### config.mk
export PLATFORM = sky130hd
export DESIGN_NAME = ti_adc_capture
export DESIGN_NICKNAME = d
export VERILOG_FILES = /design/src/rtl/ti_adc_pkg.sv /design/src/rtl/ti_adc_capture_fifo.sv /design/src/rtl/ti_adc_capture.sv
export SDC_FILE = /design/constraint.sdc
export NUM_CORES = 1
export LEC_CHECK = 0
export ABC_AREA = 1
export BUFFER_PORTS_ARGS = -buffer_cell sky130_fd_sc_hd__buf_2
export CAP_MARGIN = 20
export CORE_UTILIZATION = 55
export DETAILED_ROUTE_END_ITERATION = 12
export PLACE_DENSITY = 0.76
export SLEW_MARGIN = 10
export SYNTH_ARGS = -nofsm -noshare
export SYNTH_HDL_FRONTEND = slang
export SYNTH_SLANG_ARGS = --single-unit
### constraint.sdc
create_clock -name core_clk -period 6.6 [get_ports core_clk]
set_input_delay 0.33 -clock core_clk [delete_from_list [all_inputs] [get_ports core_clk]]
set_output_delay 0.33 -clock core_clk [all_outputs]
set_load 0.01 [all_outputs]
### src/rtl/ti_adc_pkg.sv
// rtl/ti_adc_pkg.sv - shared types and arithmetic helpers for the interleaved ADC capture path
package ti_adc_pkg;

  typedef enum logic [1:0] {
    IDLE  = 2'd0,
    FLUSH = 2'd1,
    RUN   = 2'd2
  } state_t;

  // Offset-binary code of width 'bits' to a signed two's-complement value.
  // Flipping the MSB is the same as subtracting midscale.
  function automatic int ob2tc(input int code, input int bits);
    int v;
    v = (code ^ (1 << (bits - 1))) & ((1 << bits) - 1);
    if (v >= (1 << (bits - 1))) begin
      v = v - (1 << bits);
    end
    return v;
  endfunction

  // Signed code minus signed offset, clamped to the signed range of 'bits'.
  function automatic int sat_sub(input int code, input int off, input int bits);
    int d;
    int hi;
    int lo;
    hi = (1 << (bits - 1)) - 1;
    lo = -(1 << (bits - 1));
    d  = code - off;
    if (d > hi) begin
      d = hi;
    end else if (d < lo) begin
      d = lo;
    end
    return d;
  endfunction

  // Way that feeds output lane j when way 'rot' holds the oldest sample.
  function automatic int lane_way(input int j, input int rot, input int ways);
    return (j + rot) % ways;
  endfunction

endpackage

### src/rtl/ti_adc_capture_fifo.sv
// rtl/ti_adc_capture_fifo.sv - first-word-fall-through FIFO for core-clock streams
module ti_adc_capture_fifo #(
  parameter int WIDTH = 72,
  parameter int DEPTH = 4
) (
  input  logic             clk,
  input  logic             rst,
  input  logic             push,
  input  logic [WIDTH-1:0] din,
  input  logic             pop,
  output logic [WIDTH-1:0] dout,
  output logic             full,
  output logic             empty,
  output logic             drop
);

  localparam int AW = $clog2(DEPTH);

  logic [WIDTH-1:0] mem [DEPTH];
  logic [AW:0]      wr_ptr;
  logic [AW:0]      rd_ptr;
  logic             do_push;
  logic             do_pop;

  // Pointers carry one wrap bit so full and empty are distinguishable.
  assign empty   = (wr_ptr == rd_ptr);
  assign full    = (wr_ptr[AW] != rd_ptr[AW]) && (wr_ptr[AW-1:0] == rd_ptr[AW-1:0]);
  assign do_pop  = pop && !empty;
  // A pop in the same cycle frees the slot, so a full FIFO still accepts.
  assign do_push = push && (!full || do_pop);
  assign drop    = push && !do_push;
  assign dout    = empty ? '0 : mem[rd_ptr[AW-1:0]];

  // Advance read/write pointers on accepted pops and pushes.
  always_ff @(posedge clk or posedge rst) begin
    if (rst) begin
      wr_ptr <= '0;
      rd_ptr <= '0;
    end else begin
      if (do_push) begin
        wr_ptr <= wr_ptr + 1'b1;
      end
      if (do_pop) begin
        rd_ptr <= rd_ptr + 1'b1;
      end
    end
  end

  // Storage array; contents are qualified by the pointers so no reset is needed.
  always_ff @(posedge clk) begin
    if (do_push) begin
      mem[wr_ptr[AW-1:0]] <= din;
    end
  end

endmodule

### src/rtl/ti_adc_capture.sv
// rtl/ti_adc_capture.sv - time-interleaved ADC capture: convert, offset-correct, reorder, buffer
module ti_adc_capture
  import ti_adc_pkg::*;
#(
  parameter int ADC_WAYS   = 8,
  parameter int ADC_BITS   = 9,
  parameter int ROT        = 3,
  parameter int DISCARD    = 4,
  parameter int FIFO_DEPTH = 4
) (
  input  logic                         core_clk,
  input  logic                         rst,
  input  logic [0:ADC_BITS-1]          adc_data [0:ADC_WAYS-1],
  input  logic                         en,
  input  logic                         off_wr_en,
  input  logic [$clog2(ADC_WAYS)-1:0]  off_wr_way,
  input  logic [ADC_BITS-1:0]          off_wr_val,
  input  logic                         out_ready,
  output logic                         out_valid,
  output logic [ADC_WAYS*ADC_BITS-1:0] out_data,
  input  logic                         ovf_clr,
  output logic                         ovf,
  output logic [1:0]                   state
);

  localparam int WW = ADC_WAYS * ADC_BITS;
  localparam int CW = (DISCARD > 1) ? $clog2(DISCARD) : 1;

  state_t              cur_state;
  state_t              nxt_state;
  logic [CW-1:0]       flush_cnt;
  logic [CW-1:0]       flush_cnt_nxt;

  logic [ADC_BITS-1:0] s1_data [ADC_WAYS];
  logic                s1_valid;
  logic [ADC_BITS-1:0] off_reg [ADC_WAYS];
  logic [WW-1:0]       s2_next;
  logic [WW-1:0]       s2_data;
  logic                s2_valid;

  logic                fifo_push;
  logic                fifo_full;
  logic                fifo_empty;
  logic                fifo_drop;

  assign state = cur_state;

  // FSM state and flush counter registers.
  always_ff @(posedge core_clk or posedge rst) begin
    if (rst) begin
      cur_state <= IDLE;
      flush_cnt <= '0;
    end else begin
      cur_state <= nxt_state;
      flush_cnt <= flush_cnt_nxt;
    end
  end

  // Next-state: flush DISCARD cycles after enable, then run; en low always returns to idle.
  always_comb begin
    nxt_state     = cur_state;
    flush_cnt_nxt = flush_cnt;
    case (cur_state)
      IDLE: begin
        if (en) begin
          flush_cnt_nxt = '0;
          nxt_state     = (DISCARD == 0) ? RUN : FLUSH;
        end
      end
      FLUSH: begin
        flush_cnt_nxt = flush_cnt + 1'b1;
        if (int'(flush_cnt) == DISCARD - 1) begin
          nxt_state = RUN;
        end
      end
      RUN: begin
        nxt_state = RUN;
      end
      default: begin
        nxt_state = IDLE;
      end
    endcase
    if (!en) begin
      nxt_state = IDLE;
    end
  end

  // Per-way offset registers written from the control side.
  always_ff @(posedge core_clk or posedge rst) begin
    if (rst) begin
      for (int w = 0; w < ADC_WAYS; w++) begin
        off_reg[w] <= '0;
      end
    end else if (off_wr_en) begin
      off_reg[off_wr_way] <= off_wr_val;
    end
  end

  // Stage 1: capture the raw sub-ADC bus every cycle; MSB-first order maps onto [N-1:0].
  always_ff @(posedge core_clk or posedge rst) begin
    if (rst) begin
      for (int w = 0; w < ADC_WAYS; w++) begin
        s1_data[w] <= '0;
      end
    end else begin
      for (int w = 0; w < ADC_WAYS; w++) begin
        s1_data[w] <= adc_data[w];
      end
    end
  end

  // Stage 2 datapath: convert, subtract offset, saturate, and place each way in its time lane.
  for (genvar j = 0; j < ADC_WAYS; j++) begin : g_lane
    localparam int WAY = lane_way(j, ROT, ADC_WAYS);
    assign s2_next[j*ADC_BITS +: ADC_BITS] =
      ADC_BITS'(sat_sub(ob2tc(32'(s1_data[WAY]), ADC_BITS),
                        32'($signed(off_reg[WAY])), ADC_BITS));
  end

  // Stage 2 register for the corrected, time-ordered word.
  always_ff @(posedge core_clk or posedge rst) begin
    if (rst) begin
      s2_data <= '0;
    end else begin
      s2_data <= s2_next;
    end
  end

  // Valid bits: only RUN cycles produce words; dropping en kills everything in flight.
  always_ff @(posedge core_clk or posedge rst) begin
    if (rst) begin
      s1_valid <= 1'b0;
      s2_valid <= 1'b0;
    end else begin
      s1_valid <= en && (cur_state == RUN);
      s2_valid <= en && s1_valid;
    end
  end

  assign fifo_push = s2_valid && en;

  ti_adc_capture_fifo #(
    .WIDTH (WW),
    .DEPTH (FIFO_DEPTH)
  ) u_fifo (
    .clk   (core_clk),
    .rst   (rst),
    .push  (fifo_push),
    .din   (s2_data),
    .pop   (out_ready),
    .dout  (out_data),
    .full  (fifo_full),
    .empty (fifo_empty),
    .drop  (fifo_drop)
  );

  assign out_valid = !fifo_empty;

  // Sticky overflow flag; a drop in the same cycle beats a clear.
  always_ff @(posedge core_clk or posedge rst) begin
    if (rst) begin
      ovf <= 1'b0;
    end else if (fifo_drop) begin
      ovf <= 1'b1;
    end else if (ovf_clr) begin
      ovf <= 1'b0;
    end
  end

endmodule

### Word-level counts from Yosys, hierarchy flattened

Memory sizes are Yosys's and may differ from the RTL's.
Index checks and enable logic that the tools add are counted.

| word-level totals | value |
|---|---|
| RAM bits | 288 |
| memories | 1 |
| output and inout bits | 76 |
| logic and storage cells | 140 |
| bits of input ports | 90 |
| bits in registers | 229 |

Memories:

| memory | words | width | read ports | clocked after Yosys merged registers in | write ports | RTL line | text |
|---|---|---|---|---|---|---|---|
| u_fifo.mem | 4 | 72 | 1 | 0 | 1 | ti_adc_capture_fifo.sv:19 | `logic [WIDTH-1:0] mem [DEPTH];` |

| operators by class | value |
|---|---|
| bitwise logic cells | 9 |
| multiplexer cells | 37 |
| reduce and logical (&&, ||, !) cells | 16 |
| equal/unequal tests | 8 |
| magnitude comparators | 26 |
| $add $sub $neg | 19 |

Operator list:

| operator | count |
|---|---|
| 32-bit by 9-bit greater-than comparator with 1-bit output (second input constant) | 8 |
| 32-bit by 9-bit less-than comparator with 1-bit output (second input constant) | 8 |
| 32-bit two-way mux | 8 |
| 32-bit by 9-bit subtractor with 32-bit output | 8 |
| 9-bit two-way mux | 17 |
| 9-bit by 10-bit subtractor with 11-bit output (second input constant) | 8 |
| 72-bit bitwise mux | 1 |
| 9-bit greater-or-equal comparator (second input constant) | 8 |
| 72-bit two-way mux | 1 |
| 9-bit demux with 3-bit select | 1 |
| 1-bit logical AND | 8 |
| 1-bit NOT | 8 |
| 3-bit by 1-bit adder with 3-bit output (second input constant) | 2 |
| 2-bit two-way mux | 3 |
| 2-bit one-hot mux with 3 select lines | 1 |
| 2-bit by 1-bit equality test with 1-bit output (second input constant) | 2 |
| 4-bit greater-or-equal comparator (second input constant) | 1 |
| 4-bit by 1-bit less-than comparator with 1-bit output (second input constant) | 1 |
| 1-bit two-way mux | 4 |
| 3-bit NOT with 4-bit output | 1 |
| 2-bit one-hot mux with 2 select lines | 1 |
| 2-bit nonzero test | 2 |
| 3-bit equality test | 1 |
| 1-bit zero test | 3 |
| 9 further kinds | 9 |

### Longest topological paths before layout

| depth | value |
|---|---|
| word-level depth | 8 |
| gate-level depth with buffers | 22 |
| mapped depth without buffers | 22 |

### Hierarchy

Synthesis repeated with hierarchy kept, for this count alone.

| unflattened totals | value |
|---|---|
| cell total of the unflattened synthesis | 2524 |
| area total of the unflattened synthesis | 25217.9 µm² |

Modules (own cells, without submodules):

| module | instances | seq. area each (µm²) | cells an instance | area an instance (µm²) |
|---|---|---|---|---|
| ti_adc_capture | 1 | 5580.4 | 1541 | 13362.8 |
| ti_adc_capture_fifo | 1 | 8798.4 | 983 | 11855.1 |

### Least setup slack after synthesis

Ideal clock, no wire load.

| path | value |
|---|---|
| path kind | register to register |
| start | register u_fifo.rd_ptr[0] |
| end | memory u_fifo.mem[3][0] (enable) |
| setup time | 0.506 ns |
| data required time | 6.094 ns |
| path slack | 2.139 ns |
| path buffers | 1 |
| clock period less this slack | 4.461 ns |
| cell stages (with the launch flop) | 7 |
| arrival | 3.955 ns |
| cells stage by stage | dfrtp_1 -> buf_4 -> nand2_1 -> a21oi_1 -> nand2_1 -> nand3_2 -> nor2_1 |

| between the ends | value |
|---|---|
| cells in the longest elaborated chain, start to end | 7 |
| elaborated cells on any way between the ends | 10 |
| those cells by class | 2 x eq/ne; 2 x mux; 6 x reduce/logical |

Ends and longest elaborated chain:

| what | RTL line | text |
|---|---|---|
| from (decl) | ti_adc_capture_fifo.sv:21 | `logic [AW:0] rd_ptr;` |
| from (signal assigned) | ti_adc_capture_fifo.sv:44 | `rd_ptr <= rd_ptr + 1'b1;` |
| 3-bit equality test / 2-bit equality test (equally long branches) | ti_adc_capture_fifo.sv:26, ti_adc_capture_fifo.sv:27 |  |
| 1-bit zero test / 1-bit logical AND (equally long branches) | ti_adc_capture_fifo.sv:28, ti_adc_capture_fifo.sv:27 |  |
| 1-bit logical AND / 1-bit zero test (equally long branches) | ti_adc_capture_fifo.sv:28, ti_adc_capture_fifo.sv:30 |  |
| 1-bit logical OR (*) | ti_adc_capture_fifo.sv:30 | `assign do_push = push && (!full \|\| do_pop);` |
| 1-bit logical AND (*) | ti_adc_capture_fifo.sv:30 |  |
| 1-bit two-way mux (*) | ti_adc_capture_fifo.sv:51 | `if (do_push) begin` |
| 1-bit two-way mux (implied by the code) (*) | ti_adc_capture_fifo.sv:52 | `mem[wr_ptr[AW-1:0]] <= din;` |
| to (decl) | ti_adc_capture_fifo.sv:19 |  |

Mark *: on every way between the ends. The rest lies on a longest branch, timed or not.

### Final worst setup path

| path | value |
|---|---|
| start | register u_fifo.rd_ptr[0] |
| end | output out_data[34] |

| between the ends | value |
|---|---|
| cells in the longest elaborated chain, start to end | 2 |
| elaborated cells on any way between the ends | 3 |
| those cells by class | 1 x eq/ne; 1 x mux; 1 x memory |

Ends and longest elaborated chain:

| what | RTL line | text |
|---|---|---|
| memory read 4 x 72 bit / 3-bit equality test (equally long branches) | -- |  |
| 72-bit two-way mux (*) | ti_adc_capture_fifo.sv:32 | `assign dout = empty ? '0 : mem[rd_ptr[AW-1:0]];` |
| to (decl) | ti_adc_capture.sv:20 | `output logic [ADC_WAYS*ADC_BITS-1:0] out_data,` |

Marked as above.

==> summary.txt <==
Area contributors post-synth: edfxtp_1 (35%), dfrtp_1 (23%), nand2_1 (8.4%)
Synthesized area per cell: 10.1 um2
Die width: 215 um
DRC errors left: 0
WS Path Type: flip-flop to primary output
ANT nets after route: 0
RSZ-0062 raised after global routing: false
Number of global-route vias before repair: 17,717
Final nets: 2,982
CTS max path bufs: 3
Post-CTS Repair Setup Buffers: 0
Global placement routability congestion: 0.920
Critical Path, Cell by Cell: inv_4 -> buf_4 -> nor2_1 -> o32ai_1 -> nand2_1 -> inv_1 -> buf_2
Most frequent cell after synthesis: nand2_1
Post-CTS Hold Buffers: 82
Async SR Flop Fraction: 0.443
Met1 Usage GRT: 0.329
CTS Sinks: 517
Overall global routing resource usage: 0.249
GRT busiest layer: met2
Max Freq: 0.236 GHz
Pin count of the biggest net entering global routing: 130
Synth Instances: 2,493
Clock Latency Late Sink: 0.59 ns
Chip height: 215 um
CTS tree: built
Largest register FFs: 288
Global-route congestion overflow total: 0
Most instantiated cells after synthesis: nand2_1 (559), inv_1 (355), nor2_1 (323)
Core ar.: 44,600 um2
EDFF count, synth: 288
GR Layer Usage met2: 0.423
Switching power: 4.26 mW
Worst-path clk slew: 0.06 ns
Max_slew headroom: 0.315
CP Max Fanout: 90
Wire per inst: 16.7 um
H-tree Lvls: 2
Peak VDD IR: 0.338 mV
Resize count post-CTS: 0
Internal: 7.27 mW
Die area: 46,400 um2
Worst path required time: 6.27 ns
Final HPWL DP: 37,000 um
# fillers: 3,329
Largest stage delay, worst path: 0.83 ns
Hold WC Path Type: input port to flip-flop
Met3 GRT Util: 0.0324
Netlist Area Pre-Place: 25,100 um2
Switching Share: 0.369
1st-iter DRT viols: 1,555
Reg power frac: 0.377
Final Hold Vio Count: 0
Clock power frac: 0.272
Synthesis-to-layout area growth: 16.3%
CP Launch Type: flip-flop
WL final: 56,500 um
Initial antenna violation count: 2
Total number of vias: 18,032
Antenna diode count: 0
Sequential area share after synthesis: 0.574
Mapped Nets: 2,737
Detail-routed via count per cell: 5.34
Crit end category: primary output
Yosys top cell by area: edfxtp_1
Comb power frac: 0.350
Slowest cell on crit path: buf_4
Drt pass-1 iters: 6
Worst Hold Margin: 0.0392 ns
Fin crit period: 4.23 ns
Total CTS buffers: 52
Worst Path Arrival: 3.90 ns
Distinct cells, synth: 40
Number of core rows: 77
Synth top area share: 0.345
Ys flop type: edfxtp_1
Fin crit share: 0.641
Root buffer cell: clkbuf_16
Starting Density: 0.562
Synth Register Bits: 517
IO Port Bufs: 165
Final Slew Violations: 0
Worst Skew: 0.0180 ns
LEAKAGE: 13.1 nW
Worst-margin pin slew: 1.02 ns
Status: completed
PD cells: 396 nW/um2
Max_cap viols: 0
Synth Warn #: 0
Global-route wire length before repair: 90,500 um
IO Pins: 166
Final Setup Violations: 0
Layout cells sized above 1: 0.110
Final TNS setup: 0 ns
==> cells in the final DEF (no fill, tap or decap), drive strengths merged, types with 8 or more instances in the layout <==
cell type / instances
xnor2: 12
buf: 178
edfxtp: 288
dfrtp: 229
clkinv: 11
fa: 72
o32ai: 72
nor3: 22
nand2: 571
inv: 360
o21ai: 158
dlygate4sd3: 82
nand3: 65
a21oi: 50
nand4: 47
ha: 82
bufinv: 8
clkbuf: 70
xor2: 40
nor2: 327
==> path summary, 6_finish.rpt <==
path                                       start            to  slack (ns)  cells past startpoint
worst min-delay path                          en      s2_valid        0.04                      3
worst max-delay path            u_fifo.rd_ptr[0]  out_data[34]        2.37                      7
worst max register to register       s1_data[17]   s2_data[30]        3.09                     15
min in group asynchronous                    rst   s1_data[59]        0.38                      3
max in group asynchronous                    rst   s1_data[16]        4.90                      4
worst min register to register          s1_valid      s2_valid        0.44                      2
==> layout make-up <==
type	instances	area [um2]	share of cell area
tap	592	741	0.0254
multi-input combinational	1550	9050	0.311
clock buffer	70	1480	0.0508
clock inverter	28	370	0.0127
timing repair buffer	260	1760	0.0603
inverter	357	1350	0.0462
sequential	517	14400	0.494
==> power by group through the flow <==
stage	clock network, mW	registers [mW]	logic, mW
after global placement	0	4.37	3.85
after detailed placement	0	4.40	3.97
after global routing	3.31	4.40	4.53
after CTS	3.18	4.34	4.04
after floorplan	0	4.18	2.86
final	3.14	4.35	4.04
==> metrics by stage <==
step	cell area [um2]	util	setup WS (ns)	total power, mW	cells
after floorplan	25100	-	2.14	7.04	2493
after global placement	26500	0.593	3.07	8.22	3194
after detailed placement	26500	0.593	3.04	8.36	3194
after CTS	29100	0.653	2.33	11.6	3374
after global routing	29100	0.653	2.14	12.2	3374
final	29100	0.653	2.37	11.5	3374
==> metal layers <==
metal | wire length (um) | part of all wire
met1 | 23700 | 0.42
met2 | 27700 | 0.49
met3 | 3450 | 0.061
met4 | 1650 | 0.029
met5 | 0 | 0
==> worst max-delay path: cells and delay by family, from the launching register on <==
kind / cells / cell delay [ns]
flip-flops: 1 / 0.81
buffers and inverters: 4 / 1.66
AND/OR/NAND/NOR: 2 / 0.21
AO/OA/AOI/OAI: 1 / 0.55
==> kinds of logic (layout without fill, tap and decap cells) <==
kind of cell               after synthesis  count (layout)  share of synthesized area
xor gates and xnor gates                52              52                     0.0182
DFF                                    517             517                      0.574
adders and majority gates              154             154                     0.0985
and+or+nand+nor                       1053            1053                      0.173
muxes                                    1               1                   0.000449
buffers and inverters                  426             715                     0.0664
AOI/OAI and AO/OA                      290             290                     0.0699
(Power assumes the default switching activity.)
